<file path="config.mk">
export PLATFORM = sky130hd
export DESIGN_NAME = axi_write_arbiter_flat
export DESIGN_NICKNAME = d
export VERILOG_FILES = /design/src/rtl/axi_write_arbiter_if.sv /design/src/rtl/axi_write_arbiter.sv /design/src/flat_wrapper.sv
export SDC_FILE = /design/constraint.sdc
export NUM_CORES = 1
export LEC_CHECK = 0
export ABC_AREA = 1
export BUFFER_PORTS_ARGS = -buffer_cell sky130_fd_sc_hd__buf_2
export CORE_AREA = 2 2 132 134
export CTS_BUF_LIST = sky130_fd_sc_hd__clkbuf_16
export CTS_CLUSTER_SIZE = 8
export DETAILED_ROUTE_END_ITERATION = 12
export DIE_AREA = 0 0 134 136
export SLEW_MARGIN = 20
export SYNTH_ARGS = -nofsm -noshare
export SYNTH_HDL_FRONTEND = slang
export SYNTH_SLANG_ARGS = --single-unit
</file>
<file path="constraint.sdc">
create_clock -name aclk -period 2 [get_ports aclk]
set_input_delay 0.5 -clock aclk [delete_from_list [all_inputs] [get_ports aclk]]
set_output_delay 0.5 -clock aclk [all_outputs]
set_load 0.005 [all_outputs]
</file>
<file path="src/rtl/axi_write_arbiter_if.sv">
//==================================================================
// Module : axi_write_arbiter_if
// Desc   : Write-channel bundle between two burst writers (packed
//          2-port s_axi_* side) and one AXI3 HP write port (m_axi_*).
//          The master modport is the arbiter's view; slave is the
//          surrounding environment's view.
// Rev    : 1.0  initial release
//==================================================================
`default_nettype none

interface axi_write_arbiter_if #(
  parameter int AXI_ID_WIDTH   = 6,
  parameter int AXI_ADDR_WIDTH = 32,
  parameter int AXI_DATA_WIDTH = 64
) ();

  // writer side, port i lives at slice i of every packed vector
  logic [2*AXI_ADDR_WIDTH-1:0] s_axi_awaddr;
  logic [2*4-1:0]              s_axi_awlen;
  logic [1:0]                  s_axi_awvalid;
  logic [1:0]                  s_axi_awready;
  logic [2*AXI_DATA_WIDTH-1:0] s_axi_wdata;
  logic [1:0]                  s_axi_wlast;
  logic [1:0]                  s_axi_wvalid;
  logic [1:0]                  s_axi_wready;
  logic [1:0]                  s_axi_bvalid;
  logic [1:0]                  s_axi_bready;

  // HP slave port side
  logic [AXI_ID_WIDTH-1:0]     m_axi_awid;
  logic [AXI_ADDR_WIDTH-1:0]   m_axi_awaddr;
  logic [3:0]                  m_axi_awlen;
  logic                        m_axi_awvalid;
  logic                        m_axi_awready;
  logic [AXI_ID_WIDTH-1:0]     m_axi_wid;
  logic [AXI_DATA_WIDTH-1:0]   m_axi_wdata;
  logic                        m_axi_wlast;
  logic                        m_axi_wvalid;
  logic                        m_axi_wready;
  logic [AXI_ID_WIDTH-1:0]     m_axi_bid;
  logic                        m_axi_bvalid;
  logic                        m_axi_bready;

  modport master (
    input  s_axi_awaddr, s_axi_awlen, s_axi_awvalid,
    input  s_axi_wdata, s_axi_wlast, s_axi_wvalid, s_axi_bready,
    input  m_axi_awready, m_axi_wready, m_axi_bid, m_axi_bvalid,
    output s_axi_awready, s_axi_wready, s_axi_bvalid,
    output m_axi_awid, m_axi_awaddr, m_axi_awlen, m_axi_awvalid,
    output m_axi_wid, m_axi_wdata, m_axi_wlast, m_axi_wvalid,
    output m_axi_bready
  );

  modport slave (
    output s_axi_awaddr, s_axi_awlen, s_axi_awvalid,
    output s_axi_wdata, s_axi_wlast, s_axi_wvalid, s_axi_bready,
    output m_axi_awready, m_axi_wready, m_axi_bid, m_axi_bvalid,
    input  s_axi_awready, s_axi_wready, s_axi_bvalid,
    input  m_axi_awid, m_axi_awaddr, m_axi_awlen, m_axi_awvalid,
    input  m_axi_wid, m_axi_wdata, m_axi_wlast, m_axi_wvalid,
    input  m_axi_bready
  );

endinterface

`default_nettype wire

</file>
<file path="src/rtl/axi_write_arbiter.sv">
//==================================================================
// Module : axi_write_arbiter
// Desc   : Shares one AXI3 HP write port between two burst writers.
//          AW is arbitrated round-robin and re-issued through a
//          register stage; W beats follow AW grant order via a small
//          order FIFO; B responses are steered back by bid[0].
// Rev    : 1.0  initial release
//==================================================================
`default_nettype none

module axi_write_arbiter #(
  parameter int AXI_ID_WIDTH   = 6,
  parameter int AXI_ADDR_WIDTH = 32,
  parameter int AXI_DATA_WIDTH = 64,
  parameter int ORDER_DEPTH    = 4
) (
  input  logic                           aclk,
  input  logic                           areset,
  axi_write_arbiter_if.master            bus,
  output logic [$clog2(ORDER_DEPTH):0]   sts_pending
);

  localparam int PTR_W = $clog2(ORDER_DEPTH);
  localparam logic [PTR_W:0] FULL_COUNT = (PTR_W + 1)'(ORDER_DEPTH);

  typedef enum logic [0:0] {
    ST_IDLE = 1'b0,
    ST_BUSY = 1'b1
  } state_t;

  state_t state, state_nxt;

  logic             last_grant;   // port that won the previous AW
  logic             prio;         // port preferred in this arbitration
  logic             winner;
  logic             grant_valid;  // AW accepted from a writer this cycle
  logic             aw_push;      // AW accepted by the HP port this cycle

  logic [ORDER_DEPTH-1:0] order_mem;  // one port-index bit per entry
  logic [PTR_W-1:0]       wr_ptr;
  logic [PTR_W-1:0]       rd_ptr;
  logic [PTR_W:0]         count;
  logic                   fifo_full;
  logic                   fifo_empty;
  logic                   head;
  logic                   w_pop;
  logic                   bid_unused;

  assign prio       = ~last_grant;
  assign fifo_full  = (count == FULL_COUNT);
  assign fifo_empty = (count == '0);
  assign head       = order_mem[rd_ptr];

  // AW state register
  always_ff @(posedge aclk) begin
    if (areset) begin
      state <= ST_IDLE;
    end else begin
      state <= state_nxt;
    end
  end

  // AW next-state and writer-side ready; the non-preferred port wins only
  // when the preferred one is idle
  always_comb begin
    state_nxt          = state;
    grant_valid        = 1'b0;
    aw_push            = 1'b0;
    bus.s_axi_awready  = 2'b00;
    winner             = bus.s_axi_awvalid[prio] ? prio : last_grant;
    case (state)
      ST_IDLE: begin
        if (!areset && !fifo_full && (bus.s_axi_awvalid != 2'b00)) begin
          grant_valid               = 1'b1;
          bus.s_axi_awready[winner] = 1'b1;
          state_nxt                 = ST_BUSY;
        end
      end
      ST_BUSY: begin
        if (bus.m_axi_awready) begin
          aw_push   = 1'b1;
          state_nxt = ST_IDLE;
        end
      end
      default: state_nxt = ST_IDLE;
    endcase
  end

  // AW register stage toward the HP port and round-robin pointer
  always_ff @(posedge aclk) begin
    if (areset) begin
      bus.m_axi_awvalid <= 1'b0;
      bus.m_axi_awaddr  <= '0;
      bus.m_axi_awlen   <= '0;
      bus.m_axi_awid    <= '0;
      last_grant        <= 1'b1;  // makes port 0 the first preferred port
    end else if (grant_valid) begin
      bus.m_axi_awvalid <= 1'b1;
      bus.m_axi_awaddr  <= winner ? bus.s_axi_awaddr[AXI_ADDR_WIDTH +: AXI_ADDR_WIDTH]
                                  : bus.s_axi_awaddr[0 +: AXI_ADDR_WIDTH];
      bus.m_axi_awlen   <= winner ? bus.s_axi_awlen[4 +: 4] : bus.s_axi_awlen[0 +: 4];
      bus.m_axi_awid    <= {{(AXI_ID_WIDTH-1){1'b0}}, winner};
    end else if (aw_push) begin
      bus.m_axi_awvalid <= 1'b0;
      last_grant        <= bus.m_axi_awid[0];
    end
  end

  // grant-order FIFO: pushed on HP AW handshake, popped on the last W beat
  always_ff @(posedge aclk) begin
    if (areset) begin
      order_mem <= '0;
      wr_ptr    <= '0;
      rd_ptr    <= '0;
      count     <= '0;
    end else begin
      if (aw_push) begin
        order_mem[wr_ptr] <= bus.m_axi_awid[0];
        wr_ptr            <= wr_ptr + 1'b1;
      end
      if (w_pop) begin
        rd_ptr <= rd_ptr + 1'b1;
      end
      case ({aw_push, w_pop})
        2'b10:   count <= count + 1'b1;
        2'b01:   count <= count - 1'b1;
        default: count <= count;
      endcase
    end
  end

  // W routing from the FIFO head; nothing passes while the FIFO is empty
  always_comb begin
    bus.m_axi_wvalid = 1'b0;
    bus.s_axi_wready = 2'b00;
    bus.m_axi_wdata  = head ? bus.s_axi_wdata[AXI_DATA_WIDTH +: AXI_DATA_WIDTH]
                            : bus.s_axi_wdata[0 +: AXI_DATA_WIDTH];
    bus.m_axi_wlast  = bus.s_axi_wlast[head];
    if (!fifo_empty) begin
      bus.m_axi_wvalid       = bus.s_axi_wvalid[head];
      bus.s_axi_wready[head] = bus.m_axi_wready;
    end
  end

  assign bus.m_axi_wid = {{(AXI_ID_WIDTH-1){1'b0}}, head};
  assign w_pop         = bus.m_axi_wvalid & bus.m_axi_wready & bus.m_axi_wlast;
  assign sts_pending   = count;

  // B steering: bid[0] names the source port, upper ID bits are ignored
  assign bus.s_axi_bvalid = {bus.m_axi_bvalid & bus.m_axi_bid[0],
                             bus.m_axi_bvalid & ~bus.m_axi_bid[0]};
  assign bus.m_axi_bready = bus.s_axi_bready[bus.m_axi_bid[0]];
  assign bid_unused       = ^bus.m_axi_bid[AXI_ID_WIDTH-1:1];

endmodule

`default_nettype wire

</file>
<file path="src/flat_wrapper.sv">
// flat-port wrapper written by rule: the top's interface ports become plain ports
module axi_write_arbiter_flat 
#(
  parameter int AXI_ID_WIDTH   = 6,
  parameter int AXI_ADDR_WIDTH = 32,
  parameter int AXI_DATA_WIDTH = 64,
  parameter int ORDER_DEPTH    = 4
)
  (aclk, areset, sts_pending, bus_s_axi_awaddr, bus_s_axi_awlen, bus_s_axi_awvalid, bus_s_axi_wdata, bus_s_axi_wlast, bus_s_axi_wvalid, bus_s_axi_bready, bus_m_axi_awready, bus_m_axi_wready, bus_m_axi_bid, bus_m_axi_bvalid, bus_s_axi_awready, bus_s_axi_wready, bus_s_axi_bvalid, bus_m_axi_awid, bus_m_axi_awaddr, bus_m_axi_awlen, bus_m_axi_awvalid, bus_m_axi_wid, bus_m_axi_wdata, bus_m_axi_wlast, bus_m_axi_wvalid, bus_m_axi_bready);
  axi_write_arbiter_if #(.AXI_ID_WIDTH(AXI_ID_WIDTH), .AXI_ADDR_WIDTH(AXI_ADDR_WIDTH), .AXI_DATA_WIDTH(AXI_DATA_WIDTH)) bus_i ();
  input  logic aclk;
  input  logic areset;
  output logic [$clog2(ORDER_DEPTH):0] sts_pending;
  input wire logic [$bits(bus_i.s_axi_awaddr)-1:0] bus_s_axi_awaddr;
  input wire logic [$bits(bus_i.s_axi_awlen)-1:0] bus_s_axi_awlen;
  input wire logic [$bits(bus_i.s_axi_awvalid)-1:0] bus_s_axi_awvalid;
  input wire logic [$bits(bus_i.s_axi_wdata)-1:0] bus_s_axi_wdata;
  input wire logic [$bits(bus_i.s_axi_wlast)-1:0] bus_s_axi_wlast;
  input wire logic [$bits(bus_i.s_axi_wvalid)-1:0] bus_s_axi_wvalid;
  input wire logic [$bits(bus_i.s_axi_bready)-1:0] bus_s_axi_bready;
  input wire logic [$bits(bus_i.m_axi_awready)-1:0] bus_m_axi_awready;
  input wire logic [$bits(bus_i.m_axi_wready)-1:0] bus_m_axi_wready;
  input wire logic [$bits(bus_i.m_axi_bid)-1:0] bus_m_axi_bid;
  input wire logic [$bits(bus_i.m_axi_bvalid)-1:0] bus_m_axi_bvalid;
  output wire logic [$bits(bus_i.s_axi_awready)-1:0] bus_s_axi_awready;
  output wire logic [$bits(bus_i.s_axi_wready)-1:0] bus_s_axi_wready;
  output wire logic [$bits(bus_i.s_axi_bvalid)-1:0] bus_s_axi_bvalid;
  output wire logic [$bits(bus_i.m_axi_awid)-1:0] bus_m_axi_awid;
  output wire logic [$bits(bus_i.m_axi_awaddr)-1:0] bus_m_axi_awaddr;
  output wire logic [$bits(bus_i.m_axi_awlen)-1:0] bus_m_axi_awlen;
  output wire logic [$bits(bus_i.m_axi_awvalid)-1:0] bus_m_axi_awvalid;
  output wire logic [$bits(bus_i.m_axi_wid)-1:0] bus_m_axi_wid;
  output wire logic [$bits(bus_i.m_axi_wdata)-1:0] bus_m_axi_wdata;
  output wire logic [$bits(bus_i.m_axi_wlast)-1:0] bus_m_axi_wlast;
  output wire logic [$bits(bus_i.m_axi_wvalid)-1:0] bus_m_axi_wvalid;
  output wire logic [$bits(bus_i.m_axi_bready)-1:0] bus_m_axi_bready;
  assign bus_i.s_axi_awaddr = bus_s_axi_awaddr;
  assign bus_i.s_axi_awlen = bus_s_axi_awlen;
  assign bus_i.s_axi_awvalid = bus_s_axi_awvalid;
  assign bus_i.s_axi_wdata = bus_s_axi_wdata;
  assign bus_i.s_axi_wlast = bus_s_axi_wlast;
  assign bus_i.s_axi_wvalid = bus_s_axi_wvalid;
  assign bus_i.s_axi_bready = bus_s_axi_bready;
  assign bus_i.m_axi_awready = bus_m_axi_awready;
  assign bus_i.m_axi_wready = bus_m_axi_wready;
  assign bus_i.m_axi_bid = bus_m_axi_bid;
  assign bus_i.m_axi_bvalid = bus_m_axi_bvalid;
  assign bus_s_axi_awready = bus_i.s_axi_awready;
  assign bus_s_axi_wready = bus_i.s_axi_wready;
  assign bus_s_axi_bvalid = bus_i.s_axi_bvalid;
  assign bus_m_axi_awid = bus_i.m_axi_awid;
  assign bus_m_axi_awaddr = bus_i.m_axi_awaddr;
  assign bus_m_axi_awlen = bus_i.m_axi_awlen;
  assign bus_m_axi_awvalid = bus_i.m_axi_awvalid;
  assign bus_m_axi_wid = bus_i.m_axi_wid;
  assign bus_m_axi_wdata = bus_i.m_axi_wdata;
  assign bus_m_axi_wlast = bus_i.m_axi_wlast;
  assign bus_m_axi_wvalid = bus_i.m_axi_wvalid;
  assign bus_m_axi_bready = bus_i.m_axi_bready;
  axi_write_arbiter #(.AXI_ID_WIDTH(AXI_ID_WIDTH), .AXI_ADDR_WIDTH(AXI_ADDR_WIDTH), .AXI_DATA_WIDTH(AXI_DATA_WIDTH), .ORDER_DEPTH(ORDER_DEPTH)) u_core (.aclk(aclk), .areset(areset), .bus(bus_i), .sts_pending(sts_pending));
endmodule
</file>
Yosys cells after proc, flatten, opt, wreduce, memory -nomap -nowiden
Cells that the tools add are included.
{"block": "totals", "reg_bits": 51, "inputBits": 219, "word_cells": 81}
{"block": "classes", "addsub": 4, "magnitude_cmp": 9, "eq_ne": 3, "mux": 34, "n_bitwise": 9, "n_reduce_logical": 12}
{"operator": "$mux W64", "count": 1}
{"operator": "$mux W32", "count": 1}
{"operator": "$mux W1", "count": 21}
{"operator": "$lt A1 B2 Y1 const B", "count": 4}
{"operator": "$lt A2 B3 Y1 const B", "count": 2}
{"operator": "$mux W2", "count": 3}
{"operator": "$pmux W3 S2", "count": 1}
{"operator": "$reduce_bool A2 Y1", "count": 3}
{"operator": "$logic_and A1 B1 Y1", "count": 5}
{"operator": "$add A2 B1 Y2 const B", "count": 2}
{"operator": "$and A1 B1 Y1", "count": 4}
{"operator": "$bwmux W4", "count": 1}
{"operator": "$mux W4", "count": 1}
{"operator": "$not A1 Y1", "count": 4}
{"operator": "$add A3 B1 Y3 const B", "count": 1}
{"operator": "$eq A3 B3 Y1 const B", "count": 1}
{"operator": "$logic_not A3 Y1", "count": 1}
{"operator": "$sub A3 B1 Y3 const B", "count": 1}
{"operator": "$and A2 B2 Y2", "count": 1}
{"operator": "$bmux W1 S2", "count": 1}
{"operator": "$demux W1 S1", "count": 2}
{"operator": "$demux W1 S2", "count": 1}
{"operator": "$eq A2 B1 Y1 const B", "count": 1}
{"operator": "$eq A2 B2 Y1 const B", "count": 1}
{"operator": "other kinds (5)", "count": 7}

Depth between registers and ports, before layout
Gate-level depths: netlist of run 1.
{"block": "depth", "depth_word": 10, "depth_mapped": 15, "ltp_nobuf": 15}

Worst setup path after synthesis of run 1
Ideal clock, no wire load.
{"block": "synth_timing", "kind": "reg-to-reg", "from": "register u_core.rd_ptr[0]", "to": "register u_core.count[2] (netlist: u_core.sts_pending[2])", "arrival_ps": 1939, "required_ps": 1878, "path_slack_ps": -61, "path_stages_with_launch": 16, "path_buffers": 0, "period_less_slack_ps": 2061, "cell_sequence": "dfxtp_1 > inv_2 > nand2_1 > nand3_2 > nand2_2 > nand2_1 > nand2_2 > nand3_2 > inv_2 > ha_1 > inv_1 > fa_1 > a21oi_1 > o21ai_0 > o21ai_0 > a21oi_1"}
{"block": "synth_via", "elab_cells_between_ends": 13, "classes_between": "eq/ne (2); mux (8); bitwise (2); reduce/logical (1)"}
{"item": "start, declared", "line": "axi_write_arbiter.sv:41", "text": "logic [PTR_W-1:0] rd_ptr;"}
{"item": "start signal, assigned", "line": "axi_write_arbiter.sv:122", "text": "rd_ptr <= rd_ptr + 1'b1;"}
{"item": "$bmux W1 S2 *", "line": "axi_write_arbiter.sv:52", "text": "assign head = order_mem[rd_ptr];"}
{"item": "$mux W1 (implied by the code) *", "line": "axi_write_arbiter.sv:52"}
{"item": "$mux W1 (implied by the code) * (2 in series)", "line": "axi_write_arbiter.sv:138", "text": "bus.m_axi_wlast = bus.s_axi_wlast[head];"}
{"item": "named net bus_m_axi_wlast", "line": "flat_wrapper.sv:34", "text": "output wire logic [$bits(bus_i.m_axi_wlast)-1:0] bus_m_axi_wlast;"}
{"item": "$and A1 B1 Y1 *", "line": "axi_write_arbiter.sv:146", "text": "assign w_pop = bus.m_axi_wvalid & bus.m_axi_wready & bus.m_axi_wlast;"}
{"item": "named net u_core.w_pop", "line": "axi_write_arbiter.sv:46", "text": "logic w_pop;"}
{"item": "$eq A2 B1 Y1 or $eq A2 B2 Y1 (tied branches)", "line": "axi_write_arbiter.sv:124", "text": "case ({aw_push, w_pop})"}
{"item": "$pmux W3 S2 or $reduce_bool A2 Y1 (tied branches)"}
{"item": "end signal, assigned", "line": "axi_write_arbiter.sv:125", "text": "2'b10: count <= count + 1'b1;"}
{"item": "end signal, assigned", "line": "axi_write_arbiter.sv:126", "text": "2'b01: count <= count - 1'b1;"}
{"item": "end signal, assigned", "line": "axi_write_arbiter.sv:127", "text": "default: count <= count;"}
{"item": "end, declared", "line": "axi_write_arbiter.sv:42", "text": "logic [PTR_W:0] count;"}
Mark *: on every way through the listed nets, which the timed path passes. The rest lies on a longest branch. The select of a mux whose other input is x is not followed.
A chain may end at the register's enable or synchronous reset.

Final worst setup path of run 1
{"block": "layout_timing", "from": "register u_core.rd_ptr[0]", "to": "output bus_m_axi_wdata[7]"}
{"block": "layout_via", "elab_chain_len": 3}
{"item": "$bmux W1 S2", "line": "axi_write_arbiter.sv:52"}
{"item": "$mux W1 (implied by the code)", "line": "axi_write_arbiter.sv:52"}
{"item": "$mux W64", "line": "axi_write_arbiter.sv:136", "text": "bus.m_axi_wdata = head ? bus.s_axi_wdata[AXI_DATA_WIDTH +: AXI_DATA_WIDTH]"}
{"item": "end, declared", "line": "flat_wrapper.sv:33", "text": "output wire logic [$bits(bus_i.m_axi_wdata)-1:0] bus_m_axi_wdata;"}
No other way between the ends. The select of a mux whose other input is x is not followed.

==> results.json, run 1 <==
{
  "outcome": "complete, but fails checks",
  "violations": "negative setup slack",
  "post-place-cells": 1145,
  "die-area_mm2": 0.0182,
  "r2r_cells": 15,
  "nets": 1169,
  "num_vias": 4917,
  "cts_root_buf": "clkbuf_16",
  "initial_core_util": 0.218,
  "crit_slowest_cell": "dfxtp_4",
  "yosysWarnings": 0,
  "netlist.area_leader.share": 0.340,
  "ys_seq_elements": 51,
  "maxCapViolCount": 0,
  "area_growth_pct": 68.6,
  "hp-class": "flip-flop to flip-flop",
  "drtAntennaViolNets": 0,
  "min_from": "u_core.bus.m_axi_awaddr[1]",
  "crit_fanout": 6,
  "fin_crit_ps": 2110,
  "viasPerCell": 4.20,
  "yosysSeqAreaShare": 0.277,
  "reg2reg_from": "u_core.rd_ptr[0]",
  "power_frac_comb": 0.308,
  "grt_pass1_vias": 4464,
  "startpoint": "u_core.rd_ptr[0]",
  "timing.rr.end": "u_core.sts_pending[2]",
  "drt-total-wl_um": 16000,
  "crit_end": "bus_m_axi_wdata[7]",
  "finalHoldViolations": 0,
  "hold-worst-slack_ps": 465,
  "cp-end-kind": "output pin",
  "switchingPower_uw": 933,
  "placed_cell_area_mm2": 0.00552,
  "cts_buffers": 5,
  "p_int_uw": 2120,
  "dp_hpwl_um": 12800,
  "rrSetupSlack_ps": -40,
  "seqPwrFrac": 0.363,
  "critPathLaunchType": "flip-flop",
  "htree_levels": 2,
  "leakagePower_uw": 0.00344,
  "synth_most_common_cell": "nand2_1",
  "power_density_mw_per_mm2": 492,
  "grt_pass1_wl_um": 23100,
  "avgRoutedWirePerCell_um": 13.6,
  "ys_types": 29,
  "grt_start_max_net_pins": 46,
  "rsz0062_at_grt": "yes",
  "synth_edf_count": 0,
  "slowest_delay_ps": 370,
  "antenna_found_initial": 1,
  "fp.dieW_um": 134,
  "final_area_mm2": 0.00620,
  "synth_common_cells": "nand2_1 (333), dfxtp_1 (51), nand3_1 (38)",
  "gr-total-overflow": 0,
  "drive_above_1_share": 0.515,
  "tightest_slew_ps": 683,
  "max_freq_ghz": 0.474,
  "ys.flop_type": "dfxtp_1",
  "row_count": 48,
  "yosys.area.top_type": "nand2_1",
  "fin_util": 0.368,
  "clock_latency_ps": 290,
  "fin_ws_ps": -110,
  "instances_no_fill": 1170,
  "track_usage": 0.160,
  "skew_ps": 6.70,
  "synth_area_mm2": 0.00368,
  "peakVddDrop_mv": 0.328,
  "dieHeight_um": 136,
  "cts_tree": "done",
  "gp_congestion": 0.836,
  "clk_path_buf_depth": 2,
  "sw_frac_of_total": 0.305,
  "core_area_mm2": 0.0169,
  "worstPathRequired_ps": 1500,
  "slew_headroom": 0.545,
  "slew_viol_final": 0,
  "io_buffers": 328,
  "worst_ep_arrival_time_ps": 1610,
  "diodes": 0,
  "synth_area_per_cell_um2": 6.06,
  "clkPwrFrac": 0.329,
  "drc": 0,
  "ioPinCount": 344,
  "synth_area_leaders": "nand2_1 (34%), dfxtp_1 (28%), a21oi_2 (7.1%)",
  "period_share": 1.06,
  "ctsHoldBuffers": 0,
  "clock-sinks": 51,
  "crit_chain": "inv_4 > nand2_4 > nand3_4 > nand2_4 > buf_4 > buf_6 > clkbuf_16 > nand2_1 > nand2_1 > buf_2",
  "synth-async-reset-ratio": 0,
  "clk_pin_slew_ps": 70,
  "setup_viol": 67,
  "drt_iter0_drc": 180,
  "drtPass1Iterations": 4,
  "synthesis.instances": 607,
  "p_total_uw": 3050,
  "crit_type": "flip-flop to output pin"
}
metrics by stage:
| step | setup slack, ps | setup TNS [ps] |
|---|---|---|
| detailed placement | -144 | -1490 |
| finish | -110 | -3730 |
| CTS | -88.8 | -4210 |
| global route | -194 | -10300 |
| floorplan | 3.77 | 0 |
| global placement | -143 | -1290 |
power groups by stage:
stage	clock [uW]	sequential [uW]	combinational [uW]
2_1_floorplan	0	1130	456
3_3_place_gp	0	1130	890
3_5_place_dp	0	1130	892
4_1_cts	1050	1110	930
5_1_grt	1080	1110	1050
6_report	1010	1110	940
what timing repair did:
item	CTS	global route
endpoints found under the setup margin	70	73
pin swaps	6	5
cloned	4	2
buffers inserted	8	4
gates resized for setup	49	34
final cells by class:
type / count / area (um^2)
clock buffer: 5 / 125
clock inverter: 3 / 46.3
fill: 1832 / 10700
inverter: 21 / 103
multi-input combinational: 495 / 2440
sequential: 51 / 1030
tap: 225 / 282
timing repair buffer: 370 / 2170
flip-flops by register name, indices dropped and copies added, names as in the netlist:
name	cells
u_core.bus.m_axi_awaddr	32
u_core.bus.m_axi_awid	1
u_core.bus.m_axi_awlen	4
u_core.bus.m_axi_awvalid	1
u_core.last_grant	1
u_core.order_mem	4
u_core.rd_ptr	2
u_core.state	1
u_core.sts_pending	3
u_core.wr_ptr	2
how the worst min path moves through the flow:
stage | slack [ps] | depth (start not counted) | end
3_3_place_gp | 450 | 2 | u_core.bus.m_axi_awaddr[17]
6_report | 470 | 2 | u_core.bus.m_axi_awaddr[1]
5_1_grt | 480 | 2 | u_core.bus.m_axi_awvalid
4_1_cts | 460 | 4 | u_core.state
3_5_place_dp | 450 | 2 | u_core.bus.m_axi_awaddr[16]
2_1_floorplan | 450 | 2 | u_core.bus.m_axi_awaddr[13]
cell usage in the layout (no fill, tap or decap), types with 7 or more instances in the layout:
cell,n
nand3_1,37
buf_6,8
dfxtp_1,46
conb_1,10
buf_4,27
inv_1,13
a21oi_1,14
nand2_2,45
nor2_1,12
a21oi_2,32
nand2_1,307
buf_2,324
clkbuf_16,7
worst max-delay path: cells and delay by family (launching register included):
family                 cells  cell delay, ps
DFF                        1             370
buffers and inverters      5             630
and+or+nand+nor            5             310
cells by family (layout without fill, tap and decap cells):
kind of cell | count (synthesis) | count (layout) | share of synthesized area
flip-flops | 51 | 51 | 0.277
AND/OR/NAND/NOR | 417 | 417 | 0.463
multiplexers | 1 | 1 | 0.00306
AO/OA/AOI/OAI | 60 | 60 | 0.116
buffers and inverters | 70 | 399 | 0.115
XOR/XNOR | 1 | 1 | 0.00238
adder cells (fa/ha/maj) | 6 | 6 | 0.0224
other | 1 | 10 | 0.00102
layer usage:
metal,GRT usage,share of wire,wire [um],vias to the layer above
met3,0.0470,0.097,1550,11
li1,-,-,-,2543
met5,0,0.00088,14,-
met1,0.193,0.41,6490,2125
met2,0.283,0.49,7780,236
met4,0.0331,0.0086,137,2
Power figures use the tool's default switching activity.
==> run 2: changes to the inputs <==
MAX_ROUTING_LAYER = met4   (was unset)
==> run 2 against run 1 <==
Compared with the run above: the flow still finishes with violations (negative setup slack); flip-flop and latch count is the same; highest routed layer is now met4; cell count is essentially flat; worst hold slack about the same; largest power group unchanged.
==> results.json, run 2 (synthesis results as in run 1) <==
{
  "ioPinCount": 344,
  "violations": "negative setup slack",
  "grt_start_max_net_pins": 46,
  "place_worst_setup_slack_ps": -144,
  "grt_pass1_vias": 4475,
  "largest_register": "u_core.bus.m_axi_awaddr",
  "cts_buffers": 5,
  "finalHoldViolations": 0,
  "leakagePower_uw": 0.00344,
  "worstPathRequired_ps": 1500,
  "drc": 0,
  "track_usage": 0.165,
  "critPathLaunchType": "flip-flop",
  "drtPass1Iterations": 4,
  "drt-total-wl_um": 16000,
  "worst_ep_arrival_time_ps": 1600,
  "cp-end-kind": "output pin",
  "outcome": "complete, but fails checks",
  "antenna_found_initial": 1,
  "skew_ps": 7.72,
  "drive_above_1_share": 0.526,
  "period_share": 1.05,
  "die-area_mm2": 0.0182,
  "hp-class": "flip-flop to flip-flop",
  "initial_core_util": 0.218,
  "fin_ws_ps": -96.0,
  "num_vias": 4908,
  "tightest_slew_ps": 686,
  "fp.dieW_um": 134,
  "layout_common_cells": "buf_2 (323), nand2_1 (299), nand2_2 (53)",
  "layout_commonest_cell": "buf_2",
  "slew_viol_final": 0,
  "rrSetupSlack_ps": -50,
  "cts_root_buf": "clkbuf_16",
  "max_freq_ghz": 0.477,
  "gr-total-overflow": 0,
  "io_buffers": 328,
  "drt_iter0_drc": 176,
  "fin_crit_ps": 2100,
  "clk_path_buf_depth": 2,
  "clk_pin_slew_ps": 70,
  "htree_levels": 2,
  "gp_congestion": 0.853,
  "crit_type": "flip-flop to output pin",
  "area_growth_pct": 69.8,
  "drtAntennaViolNets": 0,
  "grt_pass1_wl_um": 23000,
  "rsz0062_at_grt": "yes",
  "setup_viol": 67,
  "core_area_mm2": 0.0169,
  "avgRoutedWirePerCell_um": 13.7,
  "dieHeight_um": 136,
  "peakVddDrop_mv": 0.332,
  "nets": 1169,
  "power_density_mw_per_mm2": 491,
  "reg_top3": "u_core.bus.m_axi_awaddr x32, u_core.bus.m_axi_awlen x4, u_core.order_mem x4",
  "final.setup.tns_ps": -4050,
  "clock-sinks": 51,
  "largest_reg_flops": 32,
  "crit_fanout": 10,
  "row_count": 48,
  "viasPerCell": 4.19,
  "p_total_uw": 3070,
  "clock_latency_ps": 300,
  "maxCapViolCount": 0,
  "cts_tree": "done",
  "dp_hpwl_um": 12800,
  "hold-worst-slack_ps": 465,
  "slew_headroom": 0.543
}
## run 2: cell count changes in the layout (fill, tap and decap cells not counted), sizes merged
| cell | before | now |
|---|---|---|
| diode | 0 | 1 |
## run 2: worst max-delay path, cell delays in order (launching register included)
cell and delay, ps:
dfxtp_4 370, inv_4 80, nand2_4 50, nand3_4 70, nand2_4 80, buf_12 150, inv_16 90, buf_12 140
nand2_1 50, nand2_1 80, buf_2 120
## run 2: layout make-up
cell class,count,area [um^2]
diodes,1,2.50
clock inverters,3,46.3
repair buffers,370,2180
flip-flops and latches,51,1030
inverters,21,103
well taps,225,282
fillers,1828,10600
multi-input cells,495,2480
clock buffers,5,125
## run 2: layer usage
layer / vias up / wire [um] / GRT usage
li1: 2541 / - / -
met1: 2124 / 6660 / 0.202
met2: 230 / 7840 / 0.281
met3: 13 / 1350 / 0.0336
met4: 0 / 191 / 0.0349
met5: - / 0 / -
## run 2: worst paths after layout
kind | startpoint | endpoint | cells past startpoint
max reg2reg | u_core.rd_ptr[0] | u_core.sts_pending[2] | 15
min | u_core.bus.m_axi_awaddr[11] | u_core.bus.m_axi_awaddr[11] | 2
min reg2reg | u_core.bus.m_axi_awaddr[11] | u_core.bus.m_axi_awaddr[11] | 2
max | u_core.rd_ptr[0] | bus_m_axi_wdata[23] | 10
## run 2: power by group
part / switching [uW] / internal, uW / leakage (uW)
registers: 33.3 / 1070 / 0.000419
logic: 493 / 454 / 0.00294
clock network: 416 / 596 / 0.0000804
total: 943 / 2120 / 0.00344
## run 2: repair_timing
action | in CTS | in global routing
gates resized for setup | 49 | 51
setup buffers | 8 | 5
setup endpoints to repair | 70 | 73
hold buffers | 0 | 0
cloned | 4 | 2
pin swaps | 6 | 11
## run 2: per-stage QoR
step           instance area, um^2  utilization  instances
3_5_place_dp                  5520        0.327       1145
3_3_place_gp                  5520        0.327       1145
6_report                      6250        0.370       1171
5_1_grt                       6250        0.370       1171
4_1_cts                       6000        0.356       1164
2_1_floorplan                 3710            -        616
==> run 3: changes to the inputs <==
CAP_MARGIN = 40   (was unset)
clock period = 2.4 ns   (was 2 ns; I/O delays follow)
==> run 3 against run 2 <==
Compared with the run above: the flow now finishes without violations; flip-flop and latch count unchanged; clock skew grew 1.9 ps; critical path depth stayed put; largest cell class unchanged; global-route usage fell by 0.52 points; sequential power fell by 17%; highest routed layer unchanged; cell count shrank 2.3%; die area did not move; critical endpoint is now bus_m_axi_wdata[8]; clock power is 28% lower.
==> results.json, run 3 (synthesis results as in run 1) <==
{
  "cts_tree": "done",
  "drive_above_1_share": 0.458,
  "initial_core_util": 0.218,
  "slew_headroom": 0.547,
  "largest_register": "u_core.bus.m_axi_awaddr",
  "clock-sinks": 51,
  "viasPerCell": 4.10,
  "placed_cell_area_mm2": 0.00540,
  "io_buffers": 328,
  "p_int_uw": 1620,
  "leakagePower_uw": 0.00320,
  "avgRoutedWirePerCell_um": 13.2,
  "tightest_slew_ps": 680,
  "maxCapViolCount": 0,
  "max_freq_ghz": 0.441,
  "antenna_found_initial": 0,
  "rsz0062_at_grt": "no",
  "reg_top3": "u_core.bus.m_axi_awaddr x32, u_core.bus.m_axi_awlen x4, u_core.order_mem x4",
  "gp_congestion": 0.755,
  "peakVddDrop_mv": 0.243,
  "gr-total-overflow": 0,
  "dieHeight_um": 136,
  "layout_common_cells": "nand2_1 (332), buf_2 (328), dfxtp_1 (49)",
  "crit_fanout": 21,
  "grt_pass1_wl_um": 22300,
  "outcome": "completed",
  "grt_start_max_net_pins": 46,
  "drt_iter0_drc": 161,
  "worst_ep_arrival_time_ps": 1670,
  "drc": 0,
  "row_count": 48,
  "core_area_mm2": 0.0169,
  "htree_levels": 2,
  "drtAntennaViolNets": 0,
  "die-area_mm2": 0.0182,
  "power_density_mw_per_mm2": 420,
  "skew_ps": 9.61,
  "power_frac_comb": 0.304,
  "hold-worst-slack_ps": 461,
  "worstPathRequired_ps": 1800,
  "final.setup.tns_ps": 0,
  "clk_pin_slew_ps": 80,
  "final_area_mm2": 0.00564,
  "track_usage": 0.160,
  "nets": 1142,
  "largest_reg_flops": 32,
  "clkPwrFrac": 0.306,
  "area_growth_pct": 53.4,
  "layout_commonest_cell": "nand2_1",
  "switchingPower_uw": 743,
  "grt_pass1_vias": 4290,
  "hp-class": "flip-flop to flip-flop",
  "ioPinCount": 344,
  "slew_viol_final": 0,
  "cts_root_buf": "clkbuf_16",
  "setup_viol": 0,
  "fp.dieW_um": 134,
  "drtPass1Iterations": 4,
  "dp_hpwl_um": 12600,
  "seqPwrFrac": 0.390,
  "critPathLaunchType": "flip-flop",
  "cp-end-kind": "output pin",
  "cts_buffers": 5,
  "fin_crit_ps": 2270,
  "sw_frac_of_total": 0.314,
  "clock_latency_ps": 300,
  "period_share": 0.945,
  "clk_path_buf_depth": 2,
  "drt-total-wl_um": 15100,
  "post_cts_buffers": 0,
  "crit_type": "flip-flop to output pin",
  "finalHoldViolations": 0,
  "num_vias": 4690
}
run 3: timing repair:
item,4_1_cts,5_1_grt
cloned,0,1
resized for setup,8,13
pin swaps,0,0
hold endpoints to repair,0,0
endpoints found under the setup margin,48,65
hold buffers,0,0
run 3: worst paths after layout:
kind                            slack, ps                     endpoint                         from  cells after the start
worst max-delay path                  130           bus_m_axi_wdata[8]             u_core.rd_ptr[0]                     10
worst min-delay path                  460  u_core.bus.m_axi_awaddr[14]  u_core.bus.m_axi_awaddr[14]                      2
worst max register to register        300        u_core.sts_pending[2]             u_core.rd_ptr[0]                     15
worst min register to register        460  u_core.bus.m_axi_awaddr[14]  u_core.bus.m_axi_awaddr[14]                      2
run 3: power by group through the flow:
stage | combinational (uW) | clock, uW | sequential, uW
floorplan | 380 | 0 | 944
global placement | 720 | 0 | 942
detailed placement | 723 | 0 | 941
CTS | 726 | 752 | 924
global route | 813 | 785 | 929
finish | 721 | 725 | 923
run 3: layout make-up:
type | instances | area, um^2
Antenna cell | 1 | 2.50
Clock buffer | 5 | 125
Clock inverter | 3 | 23.8
Fill cell | 1887 | 11200
Inverter | 21 | 83.8
Multi-Input combinational cell | 495 | 2280
Sequential cell | 51 | 1030
Tap cell | 225 | 282
Timing Repair Buffer | 343 | 1820
run 3: per-stage QoR:
step	total power [uW]	setup slack, ps	util	cells
floorplan	1320	339	-	616
global placement	1660	119	0.320	1134
detailed placement	1660	99.8	0.320	1134
CTS	2400	6.72	0.331	1142
global route	2530	10.2	0.334	1143
finish	2370	133	0.334	1144
run 3: routing by layer:
metal / vias to the layer above / GRT usage / part of all wire
met4: 0 / 0.0301 / 0.0069
met5: - / - / 0
met2: 216 / 0.270 / 0.49
li1: 2481 / - / -
met1: 1986 / 0.201 / 0.44
met3: 7 / 0.0295 / 0.069
run 3: critical path, stage by stage, from the launching register on:
cell and delay [ps]:
dfxtp_4 360, inv_2 60, nand2_1 60, nand3_2 100, nand2_4 80, buf_8 150
inv_6 100, buf_12 160, nand2_1 80, nand2_1 80, buf_2 140
